===== src/rtl/vram_port_arbiter_if.sv =====
// AXI-side request/response channel between the register front end and the
// VRAM port arbiter. The front end is the master; the arbiter is the slave.
interface vram_port_arbiter_if #(
    parameter int ADDR_W = 10
) ();
    logic              req_valid;
    logic              req_ready;
    logic              req_we;
    logic [ADDR_W-1:0] req_addr;
    logic [31:0]       req_wdata;
    logic [3:0]        req_wstrb;
    logic              rsp_valid;
    logic              rsp_ready;
    logic [31:0]       rsp_rdata;
    logic              rsp_err;

    modport master (
        output req_valid, req_we, req_addr, req_wdata, req_wstrb, rsp_ready,
        input  req_ready, rsp_valid, rsp_rdata, rsp_err
    );

    modport slave (
        input  req_valid, req_we, req_addr, req_wdata, req_wstrb, rsp_ready,
        output req_ready, rsp_valid, rsp_rdata, rsp_err
    );
endinterface


===== src/rtl/vram_port_arbiter.sv =====
// Shares the single-port text VRAM between the renderer (strict priority,
// fixed 2-cycle fetch latency) and AXI accesses that fill the idle slots.
module vram_port_arbiter #(
    parameter int DEPTH  = 600,
    parameter int ADDR_W = 10
) (
    input  logic                axi_aclk,
    input  logic                reset,
    vram_port_arbiter_if.slave  axi,
    input  logic                rnd_req,
    input  logic [ADDR_W-1:0]   rnd_addr,
    output logic [31:0]         rnd_rdata,
    output logic                rnd_rvalid,
    output logic                bram_en,
    output logic [3:0]          bram_we,
    output logic [ADDR_W-1:0]   bram_addr,
    output logic [31:0]         bram_din,
    input  logic [31:0]         bram_dout,
    output logic [15:0]         stall_count
);

    localparam logic [ADDR_W:0] DEPTH_L = (ADDR_W + 1)'(DEPTH);

    typedef enum logic [1:0] {
        ST_IDLE = 2'd0,
        ST_WAIT = 2'd1,
        ST_RESP = 2'd2
    } state_t;

    function automatic logic in_range(input logic [ADDR_W-1:0] addr);
        return ({1'b0, addr} < DEPTH_L);
    endfunction

    state_t              state_r;
    state_t              state_s;
    logic                hs_s;
    logic                req_ready_s;
    logic                rsp_valid_s;
    logic                ax_we_r;
    logic                ax_ok_r;
    logic [31:0]         rsp_rdata_r;
    logic                rsp_err_r;
    logic                rnd_p1_r;
    logic                rnd_ok_r;
    logic                rnd_rvalid_r;
    logic [31:0]         rnd_rdata_r;
    logic [15:0]         stall_r;
    logic                bram_en_s;
    logic [3:0]          bram_we_s;
    logic [ADDR_W-1:0]   bram_addr_s;
    logic [31:0]         bram_din_s;

    // Next-state and handshake decode for the AXI access sequencer.
    always_comb begin
        state_s     = state_r;
        hs_s        = 1'b0;
        req_ready_s = 1'b0;
        rsp_valid_s = 1'b0;
        case (state_r)
            ST_IDLE: begin
                req_ready_s = !rnd_req && !reset;
                hs_s        = axi.req_valid && req_ready_s;
                if (hs_s) begin
                    state_s = ST_WAIT;
                end else begin
                    state_s = ST_IDLE;
                end
            end
            ST_WAIT: begin
                state_s = ST_RESP;
            end
            ST_RESP: begin
                rsp_valid_s = !reset;
                if (axi.rsp_ready) begin
                    state_s = ST_IDLE;
                end else begin
                    state_s = ST_RESP;
                end
            end
            default: begin
                state_s = ST_IDLE;
            end
        endcase
    end

    // Sequencer state register.
    always_ff @(posedge axi_aclk) begin
        if (reset) begin
            state_r <= ST_IDLE;
        end else begin
            state_r <= state_s;
        end
    end

    // BRAM port mux: the renderer always owns the port when it asks for it.
    always_comb begin
        bram_en_s   = 1'b0;
        bram_we_s   = 4'h0;
        bram_addr_s = {ADDR_W{1'b0}};
        bram_din_s  = 32'h0000_0000;
        if (reset) begin
            bram_en_s = 1'b0;
            bram_we_s = 4'h0;
        end else if (rnd_req) begin
            bram_en_s   = in_range(rnd_addr);
            bram_addr_s = rnd_addr;
        end else if (hs_s) begin
            bram_en_s   = in_range(axi.req_addr);
            bram_addr_s = axi.req_addr;
            bram_din_s  = axi.req_wdata;
            bram_we_s   = axi.req_we ? axi.req_wstrb : 4'h0;
        end else begin
            bram_en_s = 1'b0;
            bram_we_s = 4'h0;
        end
    end

    // AXI transaction attributes and response capture at the end of WAIT.
    always_ff @(posedge axi_aclk) begin
        if (reset) begin
            ax_we_r     <= 1'b0;
            ax_ok_r     <= 1'b0;
            rsp_rdata_r <= 32'h0000_0000;
            rsp_err_r   <= 1'b0;
        end else begin
            if (hs_s) begin
                ax_we_r <= axi.req_we;
                ax_ok_r <= in_range(axi.req_addr);
            end
            if (state_r == ST_WAIT) begin
                rsp_err_r   <= !ax_ok_r;
                rsp_rdata_r <= (ax_ok_r && !ax_we_r) ? bram_dout : 32'h0000_0000;
            end
        end
    end

    // Renderer fetch pipeline; out-of-range fetches return zero instead of stale BRAM output.
    always_ff @(posedge axi_aclk) begin
        if (reset) begin
            rnd_p1_r     <= 1'b0;
            rnd_ok_r     <= 1'b0;
            rnd_rvalid_r <= 1'b0;
            rnd_rdata_r  <= 32'h0000_0000;
        end else begin
            rnd_p1_r     <= rnd_req;
            rnd_ok_r     <= rnd_req && in_range(rnd_addr);
            rnd_rvalid_r <= rnd_p1_r;
            rnd_rdata_r  <= rnd_ok_r ? bram_dout : 32'h0000_0000;
        end
    end

    // Saturating count of idle cycles where a pending AXI request lost to the renderer.
    always_ff @(posedge axi_aclk) begin
        if (reset) begin
            stall_r <= 16'h0000;
        end else if ((state_r == ST_IDLE) && axi.req_valid && rnd_req && (stall_r != 16'hFFFF)) begin
            stall_r <= stall_r + 16'h0001;
        end
    end

    assign axi.req_ready = req_ready_s;
    assign axi.rsp_valid = rsp_valid_s;
    assign axi.rsp_rdata = rsp_rdata_r;
    assign axi.rsp_err   = rsp_err_r;
    assign rnd_rvalid    = rnd_rvalid_r;
    assign rnd_rdata     = rnd_rdata_r;
    assign stall_count   = stall_r;
    assign bram_en       = bram_en_s;
    assign bram_we       = bram_we_s;
    assign bram_addr     = bram_addr_s;
    assign bram_din      = bram_din_s;

endmodule


===== src/flat_wrapper.sv =====
// flat-port wrapper written by rule: the top's interface ports become plain ports
module vram_port_arbiter_flat 
#(
    parameter int DEPTH  = 600,
    parameter int ADDR_W = 10
)
  (axi_aclk, reset, rnd_req, rnd_addr, rnd_rdata, rnd_rvalid, bram_en, bram_we, bram_addr, bram_din, bram_dout, stall_count, axi_req_valid, axi_req_we, axi_req_addr, axi_req_wdata, axi_req_wstrb, axi_rsp_ready, axi_req_ready, axi_rsp_valid, axi_rsp_rdata, axi_rsp_err);
  vram_port_arbiter_if #(.ADDR_W(ADDR_W)) axi_i ();
  input  logic axi_aclk;
  input  logic reset;
  input  logic rnd_req;
  input  logic [ADDR_W-1:0] rnd_addr;
  output logic [31:0] rnd_rdata;
  output logic rnd_rvalid;
  output logic bram_en;
  output logic [3:0] bram_we;
  output logic [ADDR_W-1:0] bram_addr;
  output logic [31:0] bram_din;
  input  logic [31:0] bram_dout;
  output logic [15:0] stall_count;
  input wire logic [$bits(axi_i.req_valid)-1:0] axi_req_valid;
  input wire logic [$bits(axi_i.req_we)-1:0] axi_req_we;
  input wire logic [$bits(axi_i.req_addr)-1:0] axi_req_addr;
  input wire logic [$bits(axi_i.req_wdata)-1:0] axi_req_wdata;
  input wire logic [$bits(axi_i.req_wstrb)-1:0] axi_req_wstrb;
  input wire logic [$bits(axi_i.rsp_ready)-1:0] axi_rsp_ready;
  output wire logic [$bits(axi_i.req_ready)-1:0] axi_req_ready;
  output wire logic [$bits(axi_i.rsp_valid)-1:0] axi_rsp_valid;
  output wire logic [$bits(axi_i.rsp_rdata)-1:0] axi_rsp_rdata;
  output wire logic [$bits(axi_i.rsp_err)-1:0] axi_rsp_err;
  assign axi_i.req_valid = axi_req_valid;
  assign axi_i.req_we = axi_req_we;
  assign axi_i.req_addr = axi_req_addr;
  assign axi_i.req_wdata = axi_req_wdata;
  assign axi_i.req_wstrb = axi_req_wstrb;
  assign axi_i.rsp_ready = axi_rsp_ready;
  assign axi_req_ready = axi_i.req_ready;
  assign axi_rsp_valid = axi_i.rsp_valid;
  assign axi_rsp_rdata = axi_i.rsp_rdata;
  assign axi_rsp_err = axi_i.rsp_err;
  vram_port_arbiter #(.DEPTH(DEPTH), .ADDR_W(ADDR_W)) u_core (.axi_aclk(axi_aclk), .reset(reset), .axi(axi_i), .rnd_req(rnd_req), .rnd_addr(rnd_addr), .rnd_rdata(rnd_rdata), .rnd_rvalid(rnd_rvalid), .bram_en(bram_en), .bram_we(bram_we), .bram_addr(bram_addr), .bram_din(bram_din), .bram_dout(bram_dout), .stall_count(stall_count));
endmodule

===== config.mk =====
export PLATFORM = sky130hd
export DESIGN_NAME = vram_port_arbiter_flat
export DESIGN_NICKNAME = d
export VERILOG_FILES = /design/src/rtl/vram_port_arbiter_if.sv /design/src/rtl/vram_port_arbiter.sv /design/src/flat_wrapper.sv
export SDC_FILE = /design/constraint.sdc
export NUM_CORES = 1
export LEC_CHECK = 0
export BUFFER_PORTS_ARGS = -buffer_cell sky130_fd_sc_hd__buf_2
export CAP_MARGIN = 20
export CORE_MARGIN = 10
export CORE_UTILIZATION = 47
export CTS_BUF_LIST = sky130_fd_sc_hd__clkbuf_8
export CTS_CLUSTER_DIAMETER = 200
export DETAILED_ROUTE_END_ITERATION = 8
export MAX_ROUTING_LAYER = met4
export PLACE_DENSITY = 0.88
export SLEW_MARGIN = 25
export SYNTH_ARGS = -nofsm -noshare
export SYNTH_HDL_FRONTEND = slang
export SYNTH_SLANG_ARGS = --single-unit

===== constraint.sdc =====
create_clock -name axi_aclk -period 4.5 [get_ports axi_aclk]
set_clock_uncertainty 0.15 [all_clocks]
set_input_delay 0.225 -clock axi_aclk [delete_from_list [all_inputs] [get_ports axi_aclk]]
set_output_delay 0.225 -clock axi_aclk [all_outputs]
set_load 0.01 [all_outputs]

==> summary.md <==
| Metric | Value |
|---|---|
| Status | complete, no violations |
| Placed wire-length estimate | just over 9000 um |
| DRT antenna net count | 0 |
| Leading post-synthesis cells by cell area | dfxtp_1 (51%), and2_1 (12%), a22oi_1 (8.9%) |
| Post-route worst setup slack | just under 2000 ps |
| Total vias in the final route | approximately 3800 |
| Final #Nets | approximately 710 |
| Top post-synthesis cells by count | dfxtp_1 (88), and2_1 (67), nor2_1 (50) |
| Pwr Total | roughly 1600 uW |
| Num CTS Buffers | 9 |
| Tcrit/Tclk final | 0.566 |
| Overall routing resource usage | 0.232 |
| Syn_nets | 462 |
| Required @ worst endpoint | 4120 ps |
| Die area | approximately 11000 um^2 |
| Die W | 106 um |
| Number of gates resized after CTS | 0 |
| Share of layout cells above drive strength 1 | 0.406 |
| Gate Count Post-Synth | ~370 |
| Area grow syn2layout | 51.2% |
| Prevailing post-synth register cell | dfxtp_1 |
| Worst rel slew slack | 0.358 |
| Worst setup SP type | input pin |
| Setup Crit Path Kind | input pin to output pin |
| Fmax | roughly 400 MHz |
| Cell taking the most area after synthesis | dfxtp_1 |
| Pwr Density | roughly 300 nW/um^2 |
| First-pass GRT wire length | between 20000 and 25000 um |
| VDD IR max | approximately 0.17 mV |
| IO Port Bufs | 224 |
| Total of max-cap violations | 0 |
| Number of global-route vias before repair | slightly below 4000 |
| Max Fanout on Critical Path | between 60 and 70 |
| Clock Sinks | 88 |
| Clk buf depth | 2 |
| Worst slack, placed | between 1500 and 2000 ps |
| Largest net degree at the start of global routing | between 60 and 70 |
| Final slew viol count | 0 |
| Post-Route Setup TNS | 0 ps |
| Worst slew pin tran | 963 ps |
| Top-area cell type share of the netlist area | 0.510 |
| CORE AREA | 7210 um^2 |
| Drt drc | 0 |
| CTS root buffer | clkbuf_8 |
| Vias per std cell | approximately 5.3 |
| Final Hold Vio Count | 0 |
| CTS tree | done |
| GPL Wtd Cong | 0.821 |
| Crit path arrival time | approximately 2200 ps |
| # IOs | 225 |
| Row Count | 31 |
| Seq cells post-synth | 88 |
| Avg Synthesized Cell Area | between 9 and 10 um^2 |
| Cell Area, Synth | 3460 um^2 |
| FILL cells | 508 |
| Initial antenna violation count | 0 |
| Static leakage | between 0.002 and 0.003 uW |
| Ys Warns | 0 |
| N_diodes | 0 |
| Iter 0 DRT Violations | ~190 |
| Register area share after synthesis | 0.510 |
| Fin Hold WS | between 40 and 50 ps |
| Most frequent cell after synthesis | dfxtp_1 |
| 1st-pass router iterations | 5 |
| Clock latency on the worst-skew pair | 340 ps |
| Unrepaired setup endpoints after global routing | no |
| Final WL | roughly 13000 um |
| DR WL/cell | 18.3 um |
| Netlist cell types | 45 |
| CTS H-tree depth | 3 |
| Endpoints failing setup | 0 |
| Clock-pin slew on the worst setup and hold paths | about 70 ps |
| Initial Util | 0.479 |
| Die height | between 100 and 150 um |
| GR Overflow Total | 0 |
| Synth async-reset ratio | 0 |
| Post-synth EDFFs | 0 |
| Post-layout minimum cycle time | between 2000 and 3000 ps |
| Hold WC Path Type | input pin to register |
| Crit path capture type | output pin |
-- kinds of logic after synthesis --
family | count (synthesis) | share of synthesized area
adders and majority gates | 1 | 0.00362
muxes | 6 | 0.0188
buffers and inverters | 28 | 0.0308
and+or+nand+nor | 171 | 0.284
AOI/OAI and AO/OA | 73 | 0.153
DFF | 88 | 0.510
-- per-layer routing --
| layer | wire length, um | track usage | up-vias |
|---|---|---|---|
| li1 | - | - | 1788 |
| met1 | 5250 | 0.258 | 1777 |
| met2 | 6610 | 0.394 | 223 |
| met3 | 1140 | 0.0743 | 16 |
| met4 | 199 | 0.0600 | 0 |
| met5 | 0 | - | - |
-- power by group --
group	internal (uW)	switching [uW]	total (uW)
Sequential	791	6.76	797
Clock	326	271	597
Combinational	87.9	86.4	174
-- path summary, 6_finish.rpt --
path | startpoint | endpoint | slack, ps | cells past startpoint
setup / recovery | reset | bram_addr[5] | 1950 | 6
hold / removal | axi_req_we | u_core.ax_we_r | 50 | 3
setup reg to reg | u_core.state_r[1] | u_core.axi.rsp_rdata[10] | 2390 | 6
hold reg to reg | u_core.rnd_p1_r | u_core.rnd_rvalid | 290 | 1
-- critical path: stages --
cell	delay (ps)
buf_2	70
buf_4	510
inv_1	280
and3_1	540
a22o_1	370
buf_2	130
-- metrics by stage --
step / area, um^2 / utilization / std cells
floorplan: 3460 / - / 367
global placement: 4640 / 0.644 / 670
detailed placement: 4650 / 0.645 / 671
CTS: 5230 / 0.725 / 722
global route: 5230 / 0.725 / 722
finish: 5230 / 0.725 / 722
-- registers in the layout (all words and copies together) (netlist names) --
register              count
u_core.axi.rsp_rdata     32
u_core.rnd_rdata         32
u_core.stall_count       16
u_core.state_r            2
u_core.ax_ok_r            1
u_core.ax_we_r            1
u_core.axi.rsp_err        1
u_core.rnd_ok_r           1
u_core.rnd_p1_r           1
u_core.rnd_rvalid         1
-- cell type report --
| cell class | count | area (um^2) | area share |
|---|---|---|---|
| inverter | 5 | 18.8 | 0.00359 |
| clock buffer | 10 | 138 | 0.0263 |
| clock inverter | 6 | 85.1 | 0.0163 |
| timing repair buffer | 263 | 1510 | 0.288 |
| tap | 99 | 124 | 0.0237 |
| multi-input combinational | 251 | 1600 | 0.305 |
| sequential | 88 | 1760 | 0.337 |
-- what timing repair did --
item,4_1_cts,5_1_grt
hold endpoints to repair,63,0
setup buffers,0,0
endpoints found under the setup margin,0,0
hold buffers,35,0
-- cells in the final DEF, fill, tap and decap left out, types with 2 or more instances in the layout --
master	n
clkbuf_8	10
mux2_2	3
or3_1	3
bufinv_16	2
o311ai_0	2
nand3_1	4
o31ai_1	5
nor2_1	50
a22oi_1	41
nor4b_1	2
or4_1	4
and2_1	67
nor4_1	2
inv_1	7
clkinv_4	2
a21o_1	2
o311a_2	2
dlygate4sd3_1	35
mux2i_1	2
o21ai_0	4
o41ai_1	2
and3_1	5
a21oi_1	9
nor3_1	4
nand2_1	7
nand4_1	4
buf_4	3
dfxtp_1	88
nor2b_1	9
buf_2	224
Note: power is estimated with default switching activity, not from simulation.
